<file path="src/rtl/udp_box_table_rx.sv">
// rtl/udp_box_table_rx.sv - UDP payload byte stream to double-buffered box table for the HDMI overlay
module udp_box_table_rx #(
    parameter int X_W     = 11,
    parameter int Y_W     = 10,
    parameter int COLOR_W = 2,
    parameter int MAX_BOX = 8,
    localparam int IDX_W  = (MAX_BOX > 1) ? $clog2(MAX_BOX) : 1,
    localparam int CNT_W  = $clog2(MAX_BOX + 1)
) (
    input  logic             clk,
    input  logic             rstn,
    input  logic             i_valid,
    input  logic [7:0]       i_data,
    input  logic             i_last,
    input  logic             i_vsync,
    input  logic [IDX_W-1:0] i_rd_idx,
    output logic [X_W-1:0]   o_start_x,
    output logic [Y_W-1:0]   o_start_y,
    output logic [X_W-1:0]   o_end_x,
    output logic [Y_W-1:0]   o_end_y,
    output logic [7:0]       o_r,
    output logic [7:0]       o_g,
    output logic [7:0]       o_b,
    output logic [CNT_W-1:0] o_box_cnt,
    output logic             o_commit,
    output logic             o_err,
    output logic             o_ovf
);

    localparam int REC_BITS  = 2 * X_W + 2 * Y_W + 3 * COLOR_W;
    localparam int REC_BYTES = (REC_BITS + 7) / 8;
    localparam int SH_W      = REC_BYTES * 8;
    localparam int BC_W      = (REC_BYTES > 1) ? $clog2(REC_BYTES) : 1;
    localparam int SX_LSB    = REC_BITS - X_W;
    localparam int SY_LSB    = SX_LSB - Y_W;
    localparam int EX_LSB    = SY_LSB - X_W;
    localparam int EY_LSB    = EX_LSB - Y_W;
    localparam int REP       = (8 + COLOR_W - 1) / COLOR_W;
    localparam int REP_W     = REP * COLOR_W;

    typedef enum logic {S_IDLE, S_RECV} state_t;

    state_t              state, state_nx;
    logic [BC_W-1:0]     byte_cnt;
    logic [SH_W-1:0]     shift_q;
    logic [CNT_W-1:0]    sh_cnt;
    logic [CNT_W-1:0]    act_cnt;
    logic                ovf_flag;
    logic                pending;
    logic [REC_BITS-1:0] shadow [MAX_BOX];
    logic [REC_BITS-1:0] active [MAX_BOX];

    logic                first;
    logic [BC_W-1:0]     cur_byte;
    logic [CNT_W-1:0]    cur_cnt;
    logic                cur_ovf;
    logic [SH_W-1:0]     shift_nx;
    logic [REC_BITS-1:0] rec_nx;
    logic                rec_ok;
    logic                rec_done;
    logic                store_en;
    logic                ovf_set;
    logic                good_end;
    logic                bad_end;
    logic [REC_BITS-1:0] rd_rec;

    function automatic logic [7:0] expand(input logic [COLOR_W-1:0] c);
        logic [REP_W-1:0] rep;
        for (int i = 0; i < REP; i++) begin
            rep[i*COLOR_W +: COLOR_W] = c;
        end
        return rep[REP_W-1 -: 8];
    endfunction

    // The first byte of a packet is handled as if per-packet state were already cleared.
    assign first    = (state == S_IDLE);
    assign cur_byte = first ? '0 : byte_cnt;
    assign cur_cnt  = first ? '0 : sh_cnt;
    assign cur_ovf  = first ? 1'b0 : ovf_flag;
    assign shift_nx = SH_W'({shift_q, i_data});
    assign rec_nx   = shift_nx[SH_W-1 -: REC_BITS];
    assign rec_ok   = (rec_nx[SX_LSB +: X_W] <= rec_nx[EX_LSB +: X_W]) &&
                      (rec_nx[SY_LSB +: Y_W] <= rec_nx[EY_LSB +: Y_W]);
    assign rd_rec   = active[i_rd_idx];
    assign o_box_cnt = act_cnt;

    always_ff @(posedge clk) begin
        if (!rstn) begin
            state <= S_IDLE;
        end else begin
            state <= state_nx;
        end
    end

    always_comb begin
        state_nx = state;
        if (i_valid) begin
            state_nx = i_last ? S_IDLE : S_RECV;
        end
    end

    always_comb begin
        rec_done = 1'b0;
        store_en = 1'b0;
        ovf_set  = 1'b0;
        good_end = 1'b0;
        bad_end  = 1'b0;
        if (i_valid) begin
            rec_done = (cur_byte == BC_W'(REC_BYTES - 1));
            if (rec_done && rec_ok) begin
                if (cur_cnt < CNT_W'(MAX_BOX)) begin
                    store_en = 1'b1;
                end else begin
                    ovf_set = 1'b1;
                end
            end
            if (i_last) begin
                good_end = rec_done;
                bad_end  = !rec_done;
            end
        end
    end

    always_ff @(posedge clk) begin
        if (!rstn) begin
            byte_cnt  <= '0;
            shift_q   <= '0;
            sh_cnt    <= '0;
            act_cnt   <= '0;
            ovf_flag  <= 1'b0;
            pending   <= 1'b0;
            o_commit  <= 1'b0;
            o_err     <= 1'b0;
            o_ovf     <= 1'b0;
            o_start_x <= '0;
            o_start_y <= '0;
            o_end_x   <= '0;
            o_end_y   <= '0;
            o_r       <= '0;
            o_g       <= '0;
            o_b       <= '0;
            for (int i = 0; i < MAX_BOX; i++) begin
                shadow[i] <= '0;
                active[i] <= '0;
            end
        end else begin
            o_commit <= i_vsync && pending;
            o_err    <= bad_end;
            o_ovf    <= good_end && (cur_ovf || ovf_set);

            if (i_valid) begin
                shift_q  <= shift_nx;
                byte_cnt <= rec_done ? '0 : cur_byte + BC_W'(1);
                sh_cnt   <= cur_cnt + CNT_W'(store_en);
                ovf_flag <= cur_ovf || ovf_set;
                if (store_en) begin
                    shadow[cur_cnt[IDX_W-1:0]] <= rec_nx;
                end
            end

            // Commit uses the registered pending, so a good end coinciding with vsync waits a frame.
            if (i_vsync && pending) begin
                active  <= shadow;
                act_cnt <= sh_cnt;
            end

            if (good_end) begin
                pending <= 1'b1;
            end else if ((i_vsync && pending) || (i_valid && first)) begin
                pending <= 1'b0;
            end

            o_start_x <= rd_rec[SX_LSB +: X_W];
            o_start_y <= rd_rec[SY_LSB +: Y_W];
            o_end_x   <= rd_rec[EX_LSB +: X_W];
            o_end_y   <= rd_rec[EY_LSB +: Y_W];
            o_r       <= expand(rd_rec[2*COLOR_W +: COLOR_W]);
            o_g       <= expand(rd_rec[COLOR_W +: COLOR_W]);
            o_b       <= expand(rd_rec[0 +: COLOR_W]);
        end
    end

endmodule

</file>
<file path="config.mk">
export PLATFORM = sky130hd
export DESIGN_NAME = udp_box_table_rx
export DESIGN_NICKNAME = d
export VERILOG_FILES = /design/src/rtl/udp_box_table_rx.sv
export SDC_FILE = /design/constraint.sdc
export NUM_CORES = 2
export LEC_CHECK = 0
export CAP_MARGIN = 20
export CORE_MARGIN = 2
export CORE_UTILIZATION = 53
export DETAILED_ROUTE_END_ITERATION = 7
export PLACE_DENSITY = 0.67
export SLEW_MARGIN = 5
export SYNTH_ARGS = -nofsm -noshare
export SYNTH_HDL_FRONTEND = slang
export SYNTH_SLANG_ARGS = --single-unit
</file>
<file path="constraint.sdc">
create_clock -name clk -period 3 [get_ports clk]
set_input_delay 0.75 -clock clk [delete_from_list [all_inputs] [get_ports clk]]
set_output_delay 0.75 -clock clk [all_outputs]
set_load 0.05 [all_outputs]
</file>
==> qor.yml <==
clk_pin_slew_ps: 60
pin_count: 89
startpoint: "o_err"
yosysUniqueCellTypes: 38
hold_slack_ps: 456
synth.yosys.seq_area_share_pct: 50.5
grt_usage_pct: 24.2
first_pass_iters: 8
leakage_nw: 16.3
status: "completed"
cp_num_buf_inv: 1
period_needed_ps: 2630
nets: 3617
clock_skew_ps: 24.8
cts_made_buffers: 89
hold_buffers: 0
coreArea_sq_mm: 0.0645
syn_avg_cell_area_sq_um: 9.71
min_period_over_period_pct: 87.5
rsz0062_at_grt: "no"
start_util_pct: 53.7
wl_per_cell_um: 18.1
worst_path_max_delay_cell: "clkdlybuf4s50_1"
relSlewSlack_pct: 59.3
drive_gt1_share_pct: 10.2
min_path_cells: 2
cts-root-buf: "clkbuf_16"
port_buffers: 88
ff2ff_path_depth: 10
hold_viol_final: 0
final_area_sq_mm: 0.0400
path_cells: "clkdlybuf4s50_1"
drc_errors: 0
rows: 93
die_y_um: 259
die_area_sq_mm: 0.0673
seq_area_sq_mm: 0.0175
power.density_mw_per_mm2: 592
htreeDepth: 3
tns_ps: 0
syn_to_final_growth_pct: 15.6
setup_viol: 0
cts_buffer_depth: 3
mostFrequentLayoutCell: "nand2_1"
cts_sinks: 873
wirelength_mm: 81.3
criticalPathCategory: "reg -> out"
num_antenna_cells: 0
dp_hpwl_mm: 50.0
finalWorstSetupSlack_ps: 374
die_x_um: 259
multi_input_area_sq_mm: 0.0160
drt_iter0_drc: 1632
worstPathArrival_ps: 1880
postSynthCellCount: 3562
cts_tree: "built"
fmax_mhz: 381
crit_family: "buffers and inverters"
cp_data_required_time_ps: 2250
syn-num-nets: 3603
layout_common_cells: "nand2_1 (1,222), dfxtp_1 (873), mux2i_1 (474)"
post-route-util_pct: 62.0
r2r-start: "shift_q[17]"
via_per_inst: 5.46
worst-path-max-fanout: 1
globalplace.congestion: 0.812
postPlaceCellArea_sq_mm: 0.0370
ys_ff_latch: 873
overflow: 0
cp.depth: 1
grt_max_degree: 112
ant_nets: 0
post_cts_buffers: 0
drv_cap: 0
pre_cts_slack_ps: -212
antenna_found_initial: 1
grt_pass1_wl_mm: 131
syn_area_sq_mm: 0.0346
ys_warn_count: 0
worst_setup_path_end_kind: "output pin"
grt_pass1_vias: 24500
vias: 24600
slowest_delay_ps: 840
insertion_delay_ps: 640
worstHoldStart: "shadow[333]"
critPathLaunchType: "flop"
fillers: 5301
hold_path_class: "reg -> reg"
drv_slew: 0
vdd_drop_max_mv: 0.451
tightest_slew_ps: 610
post_cts_resized: 0
-- state kept, by name, indices dropped and copies added (netlist names) --
name       count
active       384
byte_cnt       3
o_b            2
o_box_cnt      4
o_commit       1
o_end_x       11
o_end_y       10
o_err          1
o_g            2
o_ovf          1
o_r            2
o_start_x     11
o_start_y     10
ovf_flag       1
pending        1
sh_cnt         4
shadow       384
shift_q       40
state          1
-- kinds of logic after synthesis --
family / after synthesis / synth area share (%)
adder cells (fa/ha/maj): 25 / 0.904
AND/OR/NAND/NOR: 1356 / 15.6
buffers and inverters: 309 / 3.75
flip-flops: 873 / 50.5
AO/OA/AOI/OAI: 429 / 9.25
multiplexers: 570 / 20.0
-- where the power goes --
part / switching (mW) / internal (mW)
Clock: 4.48 / 6.79
Combinational: 0.458 / 0.301
Sequential: 0.0220 / 11.6
-- path summary, 6_finish.rpt --
kind	slack, ps	to
setup / recovery	370	o_err
hold / removal	460	shadow[333]
setup reg to reg	430	shadow[307]
hold reg to reg	460	shadow[333]
-- Yosys cell counts (all sizes together) --
cell | instances | area (sq um)
a21oi | 11 | 55.1
a31oi | 1 | 6.26
o211ai | 3 | 22.5
a21o | 1 | 7.51
and3 | 3 | 18.8
nand3b | 3 | 22.5
o31ai | 2 | 20.0
mux2i | 474 | 4740
o22ai | 1 | 6.26
mux4 | 96 | 2160
nor2 | 10 | 37.5
nor3 | 3 | 20.0
o211a | 1 | 10.0
and3b | 1 | 8.76
a21boi | 390 | 2930
dfxtp | 873 | 17500
nand2 | 1223 | 4590
o21ai | 7 | 38.8
or2 | 2 | 12.5
clkbuf | 207 | 777
nor2b | 93 | 582
o32ai | 1 | 8.76
a32oi | 1 | 8.76
ha | 25 | 313
nand2b | 3 | 18.8
nand3 | 4 | 20.0
nand4 | 6 | 37.5
buf | 76 | 422
and2 | 4 | 25.0
o2111ai | 9 | 78.8
a221o | 1 | 10.0
inv | 26 | 97.6
nor3b | 1 | 7.51
-- routing by layer --
| layer | track usage [%] | vias up | routed length [um] |
|---|---|---|---|
| met5 | 0 | - | 0 |
| met4 | 8.01 | 0 | 2080 |
| met3 | 3.08 | 124 | 3010 |
| met2 | 42.0 | 471 | 40200 |
| met1 | 31.3 | 12100 | 36000 |
| li1 | - | 11900 | - |
-- metrics by stage --
stage                     cells  power, mW
final                      4499       23.7
after global routing       4499       24.4
after CTS                  4499       23.9
after detailed placement   4340       12.6
after global placement     4340       12.6
after floorplan            3562       12.3
-- tightest hold or removal path: cells and delay by family (launching register included) --
kind | cells | cell delay (ps)
flops | 1 | 310
mux | 1 | 50
simple gates | 1 | 50
-- final cells by class --
class	instances	area share (%)
Clock inverter	18	0.651
Multi-Input combinational cell	2380	40.0
Inverter	26	0.244
Timing Repair Buffer	206	5.85
Sequential cell	873	43.7
Tap cell	855	2.68
Clock buffer	141	6.89
(Power assumes the default switching activity.)
